===== src/rtl/systolic_skew_buffer.sv =====
// systolic_skew_buffer
// Skew / deskew shift-register triangle for one edge of the systolic array.
// Lane i is delayed by i cycles (MODE=0, activation edge) or by
// N_LANES-1-i cycles (MODE=1, result edge). Invalid slots carry zero data
// so the array always sees zero-fill. A global enable stalls every stage,
// and a drain counter reports when the last accepted vector has fully left
// the triangle.
module systolic_skew_buffer #(
  parameter int N_LANES = 4,
  parameter int DATA_W  = 32,
  parameter int MODE    = 0
) (
  input  logic                 clk,
  input  logic                 rst,
  input  logic                 en,
  input  logic                 in_valid,
  input  logic [DATA_W-1:0]    data_in   [N_LANES],
  output logic [DATA_W-1:0]    data_out  [N_LANES],
  output logic [N_LANES-1:0]   valid_out,
  output logic                 busy,
  output logic                 drain_done
);

  localparam int MAXD = N_LANES - 1;
  localparam int CW   = (N_LANES > 1) ? $clog2(N_LANES) : 1;
  // Counter saturation value and the value one step before it.
  localparam logic [CW-1:0] CNT_MAX = CW'(MAXD);
  localparam logic [CW-1:0] CNT_PRE = CW'(MAXD - 1);

  if ((N_LANES < 2) || (N_LANES > 256)) begin : g_bad_n_lanes
    $error("systolic_skew_buffer: N_LANES must lie in 2..256");
  end

  logic [N_LANES-1:0] lane_busy_s;
  logic [CW-1:0]      cnt_r;
  logic               drain_done_r;

  for (genvar i = 0; i < N_LANES; i++) begin : g_lane
    localparam int D = (MODE == 0) ? i : (N_LANES - 1 - i);

    if (D == 0) begin : g_comb
      // Zero-delay lane: pass straight through, zero-filled when invalid.
      assign data_out[i]    = in_valid ? data_in[i] : '0;
      assign valid_out[i]   = in_valid & en;
      assign lane_busy_s[i] = 1'b0;
    end else begin : g_chain
      logic              v_r [D];
      logic [DATA_W-1:0] d_r [D];
      logic              any_v_s;

      // Shift chain: stage 0 captures the (zero-filled) input, later stages follow; all hold when en=0.
      always_ff @(posedge clk) begin
        if (rst) begin
          for (int k = 0; k < D; k++) begin
            v_r[k] <= 1'b0;
            d_r[k] <= '0;
          end
        end else if (en) begin
          v_r[0] <= in_valid;
          d_r[0] <= in_valid ? data_in[i] : '0;
          for (int k = 1; k < D; k++) begin
            v_r[k] <= v_r[k-1];
            d_r[k] <= d_r[k-1];
          end
        end
      end

      // Lane occupancy: any valid word anywhere in this chain.
      always_comb begin
        any_v_s = 1'b0;
        for (int k = 0; k < D; k++) begin
          any_v_s = any_v_s | v_r[k];
        end
      end

      // Data holds through a stall, but valid is masked so the array never double-consumes.
      assign data_out[i]    = d_r[D-1];
      assign valid_out[i]   = en & v_r[D-1];
      assign lane_busy_s[i] = any_v_s;
    end
  end

  assign busy = |lane_busy_s;

  // Drain counter: cycles since the last accepted vector, saturating at MAXD (idle).
  always_ff @(posedge clk) begin
    if (rst) begin
      cnt_r <= CNT_MAX;
    end else if (en && in_valid) begin
      cnt_r <= '0;
    end else if (en && (cnt_r < CNT_MAX)) begin
      cnt_r <= cnt_r + CW'(1);
    end else begin
      cnt_r <= cnt_r;
    end
  end

  // Drain pulse: fires on the single advance that takes the counter from MAXD-1 to MAXD.
  always_ff @(posedge clk) begin
    if (rst) begin
      drain_done_r <= 1'b0;
    end else begin
      drain_done_r <= en & ~in_valid & (cnt_r == CNT_PRE);
    end
  end

  assign drain_done = drain_done_r;

endmodule


===== config.mk =====
export PLATFORM = sky130hd
export DESIGN_NAME = systolic_skew_buffer
export DESIGN_NICKNAME = d
export VERILOG_FILES = /design/src/rtl/systolic_skew_buffer.sv
export SDC_FILE = /design/constraint.sdc
export NUM_CORES = 1
export LEC_CHECK = 0
export CAP_MARGIN = 20
export CORE_AREA = 2 2 131 133
export DETAILED_ROUTE_END_ITERATION = 10
export DIE_AREA = 0 0 133 135
export PLACE_DENSITY = 0.9
export SLEW_MARGIN = 10
export SYNTH_ARGS = -nofsm -noshare
export SYNTH_HDL_FRONTEND = slang
export SYNTH_SLANG_ARGS = --single-unit

===== constraint.sdc =====
create_clock -name clk -period 5.25 [get_ports clk]
set_input_delay 0.7875 -clock clk [delete_from_list [all_inputs] [get_ports clk]]
set_output_delay 0.7875 -clock clk [all_outputs]
set_load 0.01 [all_outputs]

### Yosys cells after proc, flatten, opt, wreduce, memory -nomap -nowiden

Memory sizes are Yosys's and may differ from the RTL's.
Index checks and enable logic that the tools add are counted.
W data, S select, Z words.

* register bits: 3
* memories: 6
* bits in read-only memories: 0
* logic and storage cells: 62
* RAM bits: 198
* input port bits: 132
* bits in latches: 0
* output and inout bits: 134

* eq/ne operators: 1
* multipliers: 0
* shift-type cells: 0
* mux-type cells: 25
* $lt $le $gt $ge: 1
* reduce and logical (&&, ||, !) cells: 6
* add/sub/neg operators: 1
* div/mod/pow operators: 0
* bitwise logic cells: 20

Memories
* g_lane[3].g_chain.d_r: depth 3, width 32, read ports 3, clocked after Yosys merged registers in 0, write ports 3, line 48 `logic [DATA_W-1:0] d_r [D];`
* g_lane[2].g_chain.d_r: depth 2, width 32, read ports 2, clocked after Yosys merged registers in 0, write ports 2, line 48
* g_lane[1].g_chain.d_r: depth 1, width 32, read ports 1, clocked after Yosys merged registers in 0, write ports 1, line 48
* g_lane[3].g_chain.v_r: depth 3, width 1, read ports 3, clocked after Yosys merged registers in 0, write ports 3, line 47 `logic v_r [D];`
* g_lane[2].g_chain.v_r: depth 2, width 1, read ports 2, clocked after Yosys merged registers in 0, write ports 2, line 47
* g_lane[1].g_chain.v_r: depth 1, width 1, read ports 1, clocked after Yosys merged registers in 0, write ports 1, line 47

Operator list (number)
* $mux W32: 10
* $reduce_or A32 Y1: 1
* $mux W1: 13
* $or A1 B1 Y1: 13
* $and A1 B1 Y1: 6
* $mux W2: 2
* $reduce_or A3 Y1: 1
* $add A2 B1 Y2 const B: 1
* $eq A2 B2 Y1 const B: 1
* $logic_and A1 B1 Y1: 2
* $lt A2 B2 Y1 const B: 1
* $reduce_bool A2 Y1: 1
* $not A1 Y1: 1
* $reduce_or A1 Y1: 1

### Logic depth before layout (Yosys ltp)

Gate-level depths: netlist (run 1).

* depth after elaboration: 5
* depth in mapped cells: 5
* mapped depth without buffers: 4

### Worst setup path after synthesis (run 1)

Ideal clock, no wire load.

* path kind: in2reg
* start point: input port rst
* end point: memory g_lane[1].g_chain.d_r[0][0], enable pin
* arrival time: 3172 ps
* required time: 4775 ps
* library setup time: 475 ps
* setup slack: 1603 ps
* buffers on the path: 0
* stages: 1
* cell sequence: or2_2

* cells in the longest elaborated chain, start to end: 4
* elaborated cells on any way between the ends: 6
* those cells by class: 5 x mux; 1 x reduce/logical

Ends and longest elaborated chain
* start: declaration: line 14 `input logic rst,`
* $mux W1: line 53 `if (rst) begin`
* $mux W1: line 60 `d_r[0] <= in_valid ? data_in[i] : '0;`
* $reduce_or A32 Y1 (no line)
* $mux W1 (no line) (*)
* end: declaration: line 48

Mark *: on every way between the ends. The rest lies on a longest branch, timed or not.

### Worst setup path after layout (run 1)

* start point: input port in_valid
* end point: output port valid_out[0]

* cells in the longest elaborated chain, start to end: 1

Ends and longest elaborated chain
* start: declaration: line 16 `input logic in_valid,`
* $and A1 B1 Y1: line 44 `assign valid_out[i] = in_valid & en;`
* end: declaration: line 19 `output logic [N_LANES-1:0] valid_out,`

Every way passes these cells.

==> flow_metrics.tcl, run 1 <==
set metrics [dict create \
    run_status "finished, final reports clean" \
    grt_pass1_vias 4513 \
    die-area_mm2 0.0180 \
    hold_violations 0 \
    fmax_mhz 284 \
    cts-root-buf "clkbuf_16" \
    placeableCoreArea_mm2 0.0164 \
    start_kind "input port" \
    port-buffer-count 265 \
    cts.clk_slew.worst_paths_ns 0.06 \
    synth.most_common_cell "and2_1" \
    drt_iter0_drc 277 \
    synthDistinctLibCells 19 \
    drt-total-wl_um 15600 \
    nets 867 \
    die_x_um 133 \
    whs_path_depth 1 \
    period_needed_ns 3.52 \
    synth_flop_cell "edfxtp_1" \
    netlist_top_cells_count "and2_1, edfxtp_1, buf_4, clkbuf_1, clkbuf_2" \
    dp_hpwl_um 10900 \
    maxSlewHeadroom_pct 35.6 \
    worst_ep_arrival_time_ns 2.73 \
    synth-seq-area-share_pct 73.2 \
    power_density_mw_per_mm2 311 \
    final_max_slew_viol_count 0 \
    cts.htree.levels 4 \
    setup_tns_ns 0 \
    ctsHoldBuffers 0 \
    antenna_found_initial 1 \
    area_delta_synth_final_pct 36.1 \
    cts_tree "yes" \
    rows 47 \
    path_class "in2out" \
    post_cts_buffers 0 \
    synth_edf_count 196 \
    yosys-top-cells-area "edfxtp_1, and2_1, buf_4, dfxtp_1, buf_6" \
    ff2ff_path_depth 4 \
    drive_gt1_share_pct 4.69 \
    rsz0062_at_grt "no" \
    grt_max_degree 98 \
    synth_nets 667 \
    drc 0 \
    clockBufferDepth 2 \
    synth_seq_cells 199 \
    fin_cells 966 \
    ys_async_sr_fraction_pct 0 \
    synth_cells 533 \
    numCtsBuffers 17 \
    initial_utilization_pct 49.5 \
    hold_path.class "reg2reg" \
    grt_pass1_wl_um 24100 \
    yosys_warnings 0 \
    min_period_over_period_pct 67.0 \
    ioPinCount 266 \
    min_from "g_lane[3].g_chain.d_r[0][53]$_SDFFCE_PN0P_" \
    drv_cap 0 \
    clock_latency_ns 0.41 \
    r2r_setup_slack_ns 4.01 \
    avgSynthCellArea_um2 15.2 \
    dr.pass1.iters 4 \
    cts_sinks 199 \
    synth_top_area_cell "edfxtp_1" \
    setup_viol 0 \
    cp_data_required_time_ns 4.46 \
    peakVddDrop_uv 206 \
    gp_congestion 0.840 \
    die_h_um 135 \
    synth.cell_area_mm2 0.00812 \
    finClkSkew_ns 0.00514 \
    leakagePower_nw 4.18 \
    min_to "g_lane[3].g_chain.d_r[0][85]$_SDFFCE_PN0P_" \
    critPathCaptureType "output port" \
    postCtsResizedCells 0 \
    gr-total-overflow 0 \
    hold_ws_ns 0.515 \
    ant_nets 0 \
    post_drt_wl_per_cell_um 16.2 \
    place_inst 933 \
    track_usage_pct 17.8 \
    r2r-end "cnt_r[1]$_SDFFE_PP1P_" \
    vias_per_cell 4.54 \
    p_total_mw 3.44 \
    num_antenna_cells 0 \
    cp_max_fo 36 \
    worst_slew_pin_slew_ns 0.963 \
    r2r_start "cnt_r[0]$_SDFFE_PP1P_" \
    vias 4385 \
    synth_top_area_share_pct 72.5 \
]
## cells by family (layout without fill, tap and decap cells)
group	Yosys count	after routing	synth area share [%]
buffers and inverters	90	303	7.66
DFF	199	199	73.2
adders and majority gates	2	2	0.308
AOI/OAI and AO/OA	3	3	0.308
and+or+nand+nor	239	239	18.5
## layout make-up
cell class	instances	area [um2]
flip-flops and latches	199	5950
fillers	1114	5360
repair buffers	269	2720
multi-input cells	244	1560
clock buffers	20	437
well taps	220	275
clock inverters	12	104
inverters	2	7.51
## worst max-delay path, cell delays in order
cell             delay (ns)
clkdlybuf4s50_1        1.10
and2_4                 0.30
clkdlybuf4s50_1        0.53
## metrics by stage
stage / util, % / worst slack [ns] / instance area (um2)
final: 67.3 / 1.73 / 11000
after global routing: 67.3 / 1.57 / 11000
after CTS: 67.1 / 1.74 / 11000
after detailed placement: 63.9 / 1.73 / 10500
after global placement: 63.9 / 1.92 / 10500
after floorplan: - / 1.60 / 8120
## sequential cells by signal, summed over array words and instances (netlist names)
signal              cells
g_lane.g_chain.d_r    192
g_lane.g_chain.v_r      4
cnt_r                   2
drain_done              1
## per-layer routing
layer / routed length, um / GRT usage (%) / vias to the layer above
met5: 7 / 0 / -
met3: 1260 / 6.27 / 23
met2: 7990 / 29.5 / 143
met4: 242 / 6.51 / 2
met1: 6110 / 21.6 / 2082
li1: - / - / 2135
## cells in the final DEF, fill, tap and decap left out, drive strengths merged
master	instances
and2	230
dfxtp	3
edfxtp	196
bufinv	1
a221o	2
nor2	2
buf	4
or4	1
or2	1
clkinvlp	4
and3b	1
and2b	1
clkbuf	20
o21ai	1
nor2b	3
clkinv	6
inv	3
clkdlybuf4s50	265
ha	2
## report_power, final
group	internal, mW	switching [mW]
clock network	0.652	0.537
registers	1.86	0.0275
logic	0.225	0.142
total	2.73	0.707
## worst max path at each step
stage,start,endpoint
after floorplan,rst,g_lane[1].g_chain.d_r[0][0]$_SDFFCE_PN0P_
after global placement,in_valid,valid_out[0]
after detailed placement,in_valid,valid_out[0]
after CTS,in_valid,valid_out[0]
after global routing,in_valid,valid_out[0]
final,in_valid,valid_out[0]
Power figures use the tool's default switching activity.
==> run 2, diff against run 1 <==
--- a/config.mk
+++ b/config.mk
@@ -6,10 +6,10 @@
 export NUM_CORES = 1
 export LEC_CHECK = 0
 export CAP_MARGIN = 20
-export CORE_AREA = 2 2 131 133
+export CORE_AREA = 2 2 136 138
 export DETAILED_ROUTE_END_ITERATION = 10
-export DIE_AREA = 0 0 133 135
-export PLACE_DENSITY = 0.9
+export DIE_AREA = 0 0 138 140
+export PLACE_DENSITY = 0.84
 export SLEW_MARGIN = 10
 export SYNTH_ARGS = -nofsm -noshare
 export SYNTH_HDL_FRONTEND = slang
==> constraint.sdc (replaced) <==
create_clock -name clk -period 3.6 [get_ports clk]
set_input_delay 0.54 -clock clk [delete_from_list [all_inputs] [get_ports clk]]
set_output_delay 0.54 -clock clk [all_outputs]
set_load 0.01 [all_outputs]
==> flow_metrics.tcl, run 2 (synthesis gave the netlist of run 1 again) <==
set metrics [dict create \
    run_status "finished, final reports clean" \
    largest_reg_flops 192 \
    final_util_pct 62.5 \
    dr.pass1.iters 4 \
    finClkSkew_ns 0.00793 \
    regMostFlops "g_lane.g_chain.d_r" \
    multiInputGateArea_mm2 0.00156 \
    min_to "g_lane[3].g_chain.d_r[0][35]$_SDFFCE_PN0P_" \
    hold_path.class "reg2reg" \
    placeableCoreArea_mm2 0.0178 \
    dp_hpwl_um 10800 \
    ant_nets 0 \
    die_x_um 138 \
    ioPinCount 266 \
    path_class "in2out" \
    slowest_delay_ns 0.56 \
    ctsHoldBuffers 0 \
    maxSlewHeadroom_pct 42.4 \
    final_common_cell "clkdlybuf4s50_1" \
    drt-total-wl_um 15600 \
    fmax_mhz 385 \
    cts_tree "yes" \
    post_drt_wl_per_cell_um 16.0 \
    r2r_setup_slack_ns 2.37 \
    hold_violations 0 \
    crit_chain "clkdlybuf4s50_1, buf_4, and2_1, clkdlybuf4s50_1" \
    setup_tns_ns 0 \
    r2r-end "cnt_r[1]$_SDFFE_PP1P_" \
    die_h_um 140 \
    grt_pass1_wl_um 24100 \
    initial_utilization_pct 45.7 \
    grt_pass1_vias 4622 \
    cts_sinks 199 \
    drc 0 \
    rsz0062_at_grt "no" \
    cp_top_family "buffers and inverters" \
    clock_latency_ns 0.42 \
    area_delta_synth_final_pct 36.9 \
    cts.htree.levels 4 \
    postCtsResizedCells 0 \
    cts-root-buf "clkbuf_16" \
    cp_max_fo 36 \
    die-area_mm2 0.0193 \
    peakVddDrop_uv 306 \
    seqCellArea_mm2 0.00595 \
    worst_slew_pin_slew_ns 0.865 \
    whs_path_depth 1 \
    rows 49 \
    numCtsBuffers 17 \
    gp_congestion 0.818 \
    vias_per_cell 4.54 \
    period_needed_ns 2.60 \
    layout_common_cells "clkdlybuf4s50_1, and2_1, edfxtp_1" \
    critPathBufInv 3 \
    drv_cap 0 \
    cp_data_required_time_ns 3.06 \
    final_max_slew_viol_count 0 \
    gr-total-overflow 0 \
    min_period_over_period_pct 72.2 \
    drt_iter0_drc 238 \
    cts.clk_slew.worst_paths_ns 0.07 \
    place_ws_ns 0.962 \
    num_antenna_cells 0 \
    clockBufferDepth 2 \
    r2r_start "cnt_r[0]$_SDFFE_PP1P_" \
    critPathCaptureType "output port" \
    vias 4427 \
    leakagePower_nw 4.22 \
    power_density_mw_per_mm2 465 \
    fillers 1314 \
    slowest_stage "clkdlybuf4s50_1" \
    nets 867 \
    grt_max_degree 127 \
    cp_common_cell "clkdlybuf4s50_1" \
    track_usage_pct 16.3 \
    port-buffer-count 265 \
    worst_ep_arrival_time_ns 2.06 \
    min_from "g_lane[3].g_chain.d_r[0][3]$_SDFFCE_PN0P_" \
    ff2ff_path_depth 4 \
    top_regs "g_lane.g_chain.d_r (192), g_lane.g_chain.v_r (4), cnt_r (2)" \
    drive_gt1_share_pct 5.23 \
    antenna_found_initial 0 \
    setup_slack_ns 1.00 \
    setup_viol 0 \
    start_kind "input port" \
    post_cts_buffers 0 \
]
[run 2: layout make-up]
cell class                      instances  share of cell area (%)
Sequential cell                       199                    53.5
Timing Repair Buffer                  269                    24.5
Inverter                                2                  0.0676
Clock inverter                         15                    1.51
Multi-Input combinational cell        244                    14.0
Clock buffer                           17                    3.83
Tap cell                              229                    2.58
[run 2: worst max-delay path by stage]
stage,from,end,slack (ns),cells past startpoint
floorplan,rst,g_lane[1].g_chain.d_r[0][0]$_SDFFCE_PN0P_,0.20,1
global placement,in_valid,g_lane[3].g_chain.d_r[0][29]$_SDFFCE_PN0P_,0.99,5
detailed placement,in_valid,g_lane[1].g_chain.d_r[0][26]$_SDFFCE_PN0P_,0.96,5
CTS,in_valid,data_out[106],1.0,4
global route,in_valid,data_out[106],0.93,4
finish,in_valid,data_out[126],1.00,4
[run 2: stage by stage]
| stage | total power, mW | std cells | hold WS, ns | area, um2 |
|---|---|---|---|---|
| 2_1_floorplan | 3.02 | 533 | 0.488 | 8120 |
| 3_3_place_gp | 3.32 | 943 | 0.498 | 10500 |
| 3_5_place_dp | 3.34 | 943 | 0.501 | 10500 |
| 4_1_cts | 5.22 | 975 | 0.514 | 11100 |
| 5_1_grt | 5.35 | 975 | 0.531 | 11100 |
| 6_report | 5.16 | 975 | 0.510 | 11100 |
[run 2: power breakdown]
group | total, mW | leakage [nW] | switching [mW] | internal (mW)
logic | 0.536 | 1.76 | 0.207 | 0.329
clock network | 1.89 | 0.282 | 0.848 | 1.04
registers | 2.74 | 2.17 | 0.0378 | 2.70
total | 5.16 | 4.22 | 1.09 | 4.07
[run 2: routing by layer]
metal / up-vias / part of all wire, % / GRT usage [%]
li1: 2140 / - / -
met1: 2073 / 37 / 17.6
met2: 184 / 54 / 29.7
met3: 30 / 5.8 / 4.34
met4: 0 / 3.2 / 8.16
met5: - / 0 / 0
[run 2: worst register-to-register path: stages (launching register included)]
cell and delay (ns):
dfxtp_1 0.34, ha_1 0.24, inv_1 0.06, o21ai_0 0.11, a221o_1 0.37
==> run 3, diff against run 2 <==
==> constraint.sdc (replaced) <==
create_clock -name clk -period 2.4 [get_ports clk]
set_input_delay 0.36 -clock clk [delete_from_list [all_inputs] [get_ports clk]]
set_output_delay 0.36 -clock clk [all_outputs]
set_load 0.01 [all_outputs]
==> flow_metrics.tcl, run 3 (synthesis gave the netlist of run 1 again) <==
set metrics [dict create \
    setup_viol 0 \
    cts_tree "yes" \
    worst_ep_arrival_time_ns 1.87 \
    run_status "finished, final reports clean" \
    hold_violations 0 \
    gr-total-overflow 0 \
    use_met2_pct 30.8 \
    period_needed_ns 2.23 \
    dr.pass1.iters 4 \
    final_common_cell "clkdlybuf4s50_1" \
    cts.htree.levels 4 \
    path_class "in2out" \
    antenna_found_initial 4 \
    initial_utilization_pct 45.7 \
    drt_iter0_drc 202 \
    r2r-end "cnt_r[1]$_SDFFE_PP1P_" \
    start_kind "input port" \
    gp_congestion 0.886 \
    cp_max_fo 33 \
    fillers 1333 \
    leakagePower_nw 4.23 \
    ctsHoldBuffers 0 \
    ff2ff_path_depth 4 \
    cts_sinks 199 \
    track_usage_pct 17.1 \
    slowest_delay_ns 0.54 \
    ant_nets 0 \
    die_x_um 138 \
    vias 4438 \
    cts-root-buf "clkbuf_16" \
    slowest_stage "clkdlybuf4s50_1" \
    critPathCaptureType "output port" \
    worst_slew_pin_slew_ns 0.888 \
    rsz0062_at_grt "no" \
    regMostFlops "g_lane.g_chain.d_r" \
    fmax_mhz 448 \
    whs_path_depth 1 \
    nets 873 \
    numCtsBuffers 17 \
    placeableCoreArea_mm2 0.0178 \
    min_from "g_lane[3].g_chain.d_r[0][47]$_SDFFCE_PN0P_" \
    drc 0 \
    clock_latency_ns 0.42 \
    final_max_slew_viol_count 0 \
    min_period_over_period_pct 93.1 \
    crit_chain "clkdlybuf4s50_1, buf_4, and2_1, clkdlybuf4s50_1" \
    largest_reg_flops 192 \
    drt-total-wl_um 16100 \
    top_regs "g_lane.g_chain.d_r (192), g_lane.g_chain.v_r (4), cnt_r (2)" \
    post_drt_wl_per_cell_um 16.4 \
    area_delta_synth_final_pct 37.1 \
    cts.clk_slew.worst_paths_ns 0.07 \
    clockBufferDepth 2 \
    ioPinCount 266 \
    multiInputGateArea_mm2 0.00156 \
    grt_util_met1_pct 17.8 \
    peakVddDrop_uv 461 \
    maxSlewHeadroom_pct 40.8 \
    vias_per_cell 4.51 \
    grt_pass1_wl_um 25100 \
    grt_max_degree 98 \
    die_h_um 140 \
    r2r_start "cnt_r[0]$_SDFFE_PP1P_" \
    rows 49 \
    drive_gt1_share_pct 5.72 \
    finClkSkew_ns 0.00975 \
    layout_common_cells "clkdlybuf4s50_1, and2_1, edfxtp_1" \
    setup_tns_ns 0 \
    p_total_mw 7.49 \
    cp_data_required_time_ns 2.04 \
    seqCellArea_mm2 0.00595 \
    r2r_setup_slack_ns 1.21 \
    port-buffer-count 265 \
    grt_pass1_vias 4656 \
    drv_cap 0 \
    post_cts_buffers 0 \
    die-area_mm2 0.0193 \
    hold_path.class "reg2reg" \
    grt_use_met3_pct 5.47 \
    min_to "g_lane[3].g_chain.d_r[0][79]$_SDFFCE_PN0P_" \
    busiest_layer "met2" \
    power_density_mw_per_mm2 673 \
    postCtsResizedCells 0 \
    cp_common_cell "clkdlybuf4s50_1" \
    dp_hpwl_um 11800 \
]
-- run 3: changes by cell type in the layout (fill, tap and decap cells not counted), moves of 2 or more --
cell	delta
bufinv_16	-2
buf_4	+4
diode_2	+3
buf_12	+2
-- run 3: worst max-delay path, delay by kind of cell --
kind,cells,cell delay (ns)
AND/OR/NAND/NOR,1,0.19
buffers and inverters,3,1.32
-- run 3: layout make-up --
| class | instances | share of cell area [%] |
|---|---|---|
| antenna | 3 | 0.0674 |
| clock buffer | 18 | 3.86 |
| clock inverter | 14 | 0.933 |
| inverter | 2 | 0.0674 |
| multi-input combinational | 244 | 14.0 |
| sequential | 199 | 53.4 |
| tap | 229 | 2.57 |
| timing repair buffer | 275 | 25.1 |
-- run 3: power by group --
part           switching (mW)  internal [mW]  total (mW)
registers              0.0548           4.06        4.11
clock network            1.23           1.33        2.56
logic                   0.316          0.504       0.820
total                    1.60           5.89        7.49
-- run 3: worst max-delay path by stage --
stage                     startpoint                                        end  cells past startpoint
final                       in_valid                               data_out[99]                      4
after floorplan                   en  g_lane[1].g_chain.d_r[0][0]$_SDFFCE_PN0P_                      1
after CTS                   in_valid                               data_out[99]                      4
after global placement      in_valid                               data_out[99]                      4
after global routing        in_valid                              data_out[112]                      4
after detailed placement    in_valid                               data_out[99]                      4
-- run 3: metrics by stage --
step | setup slack [ns] | area, um2 | hold WS, ns | instances | utilization (%)
floorplan | 0.179 | 8120 | 0.465 | 533 | -
CTS | 0.153 | 11100 | 0.512 | 981 | 62.6
global placement | 0.184 | 10600 | 0.499 | 949 | 59.6
detailed placement | 0.152 | 10600 | 0.501 | 949 | 59.6
finish | 0.165 | 11100 | 0.506 | 984 | 62.6
global route | 0.0793 | 11100 | 0.532 | 983 | 62.6
-- run 3: layer usage --
layer | wire (um) | share of wire, % | up-vias
li1 | - | - | 2151
met1 | 5620 | 35 | 2056
met2 | 8720 | 54 | 195
met3 | 1050 | 6.5 | 34
met4 | 711 | 4.4 | 2
met5 | 13 | 0.081 | -
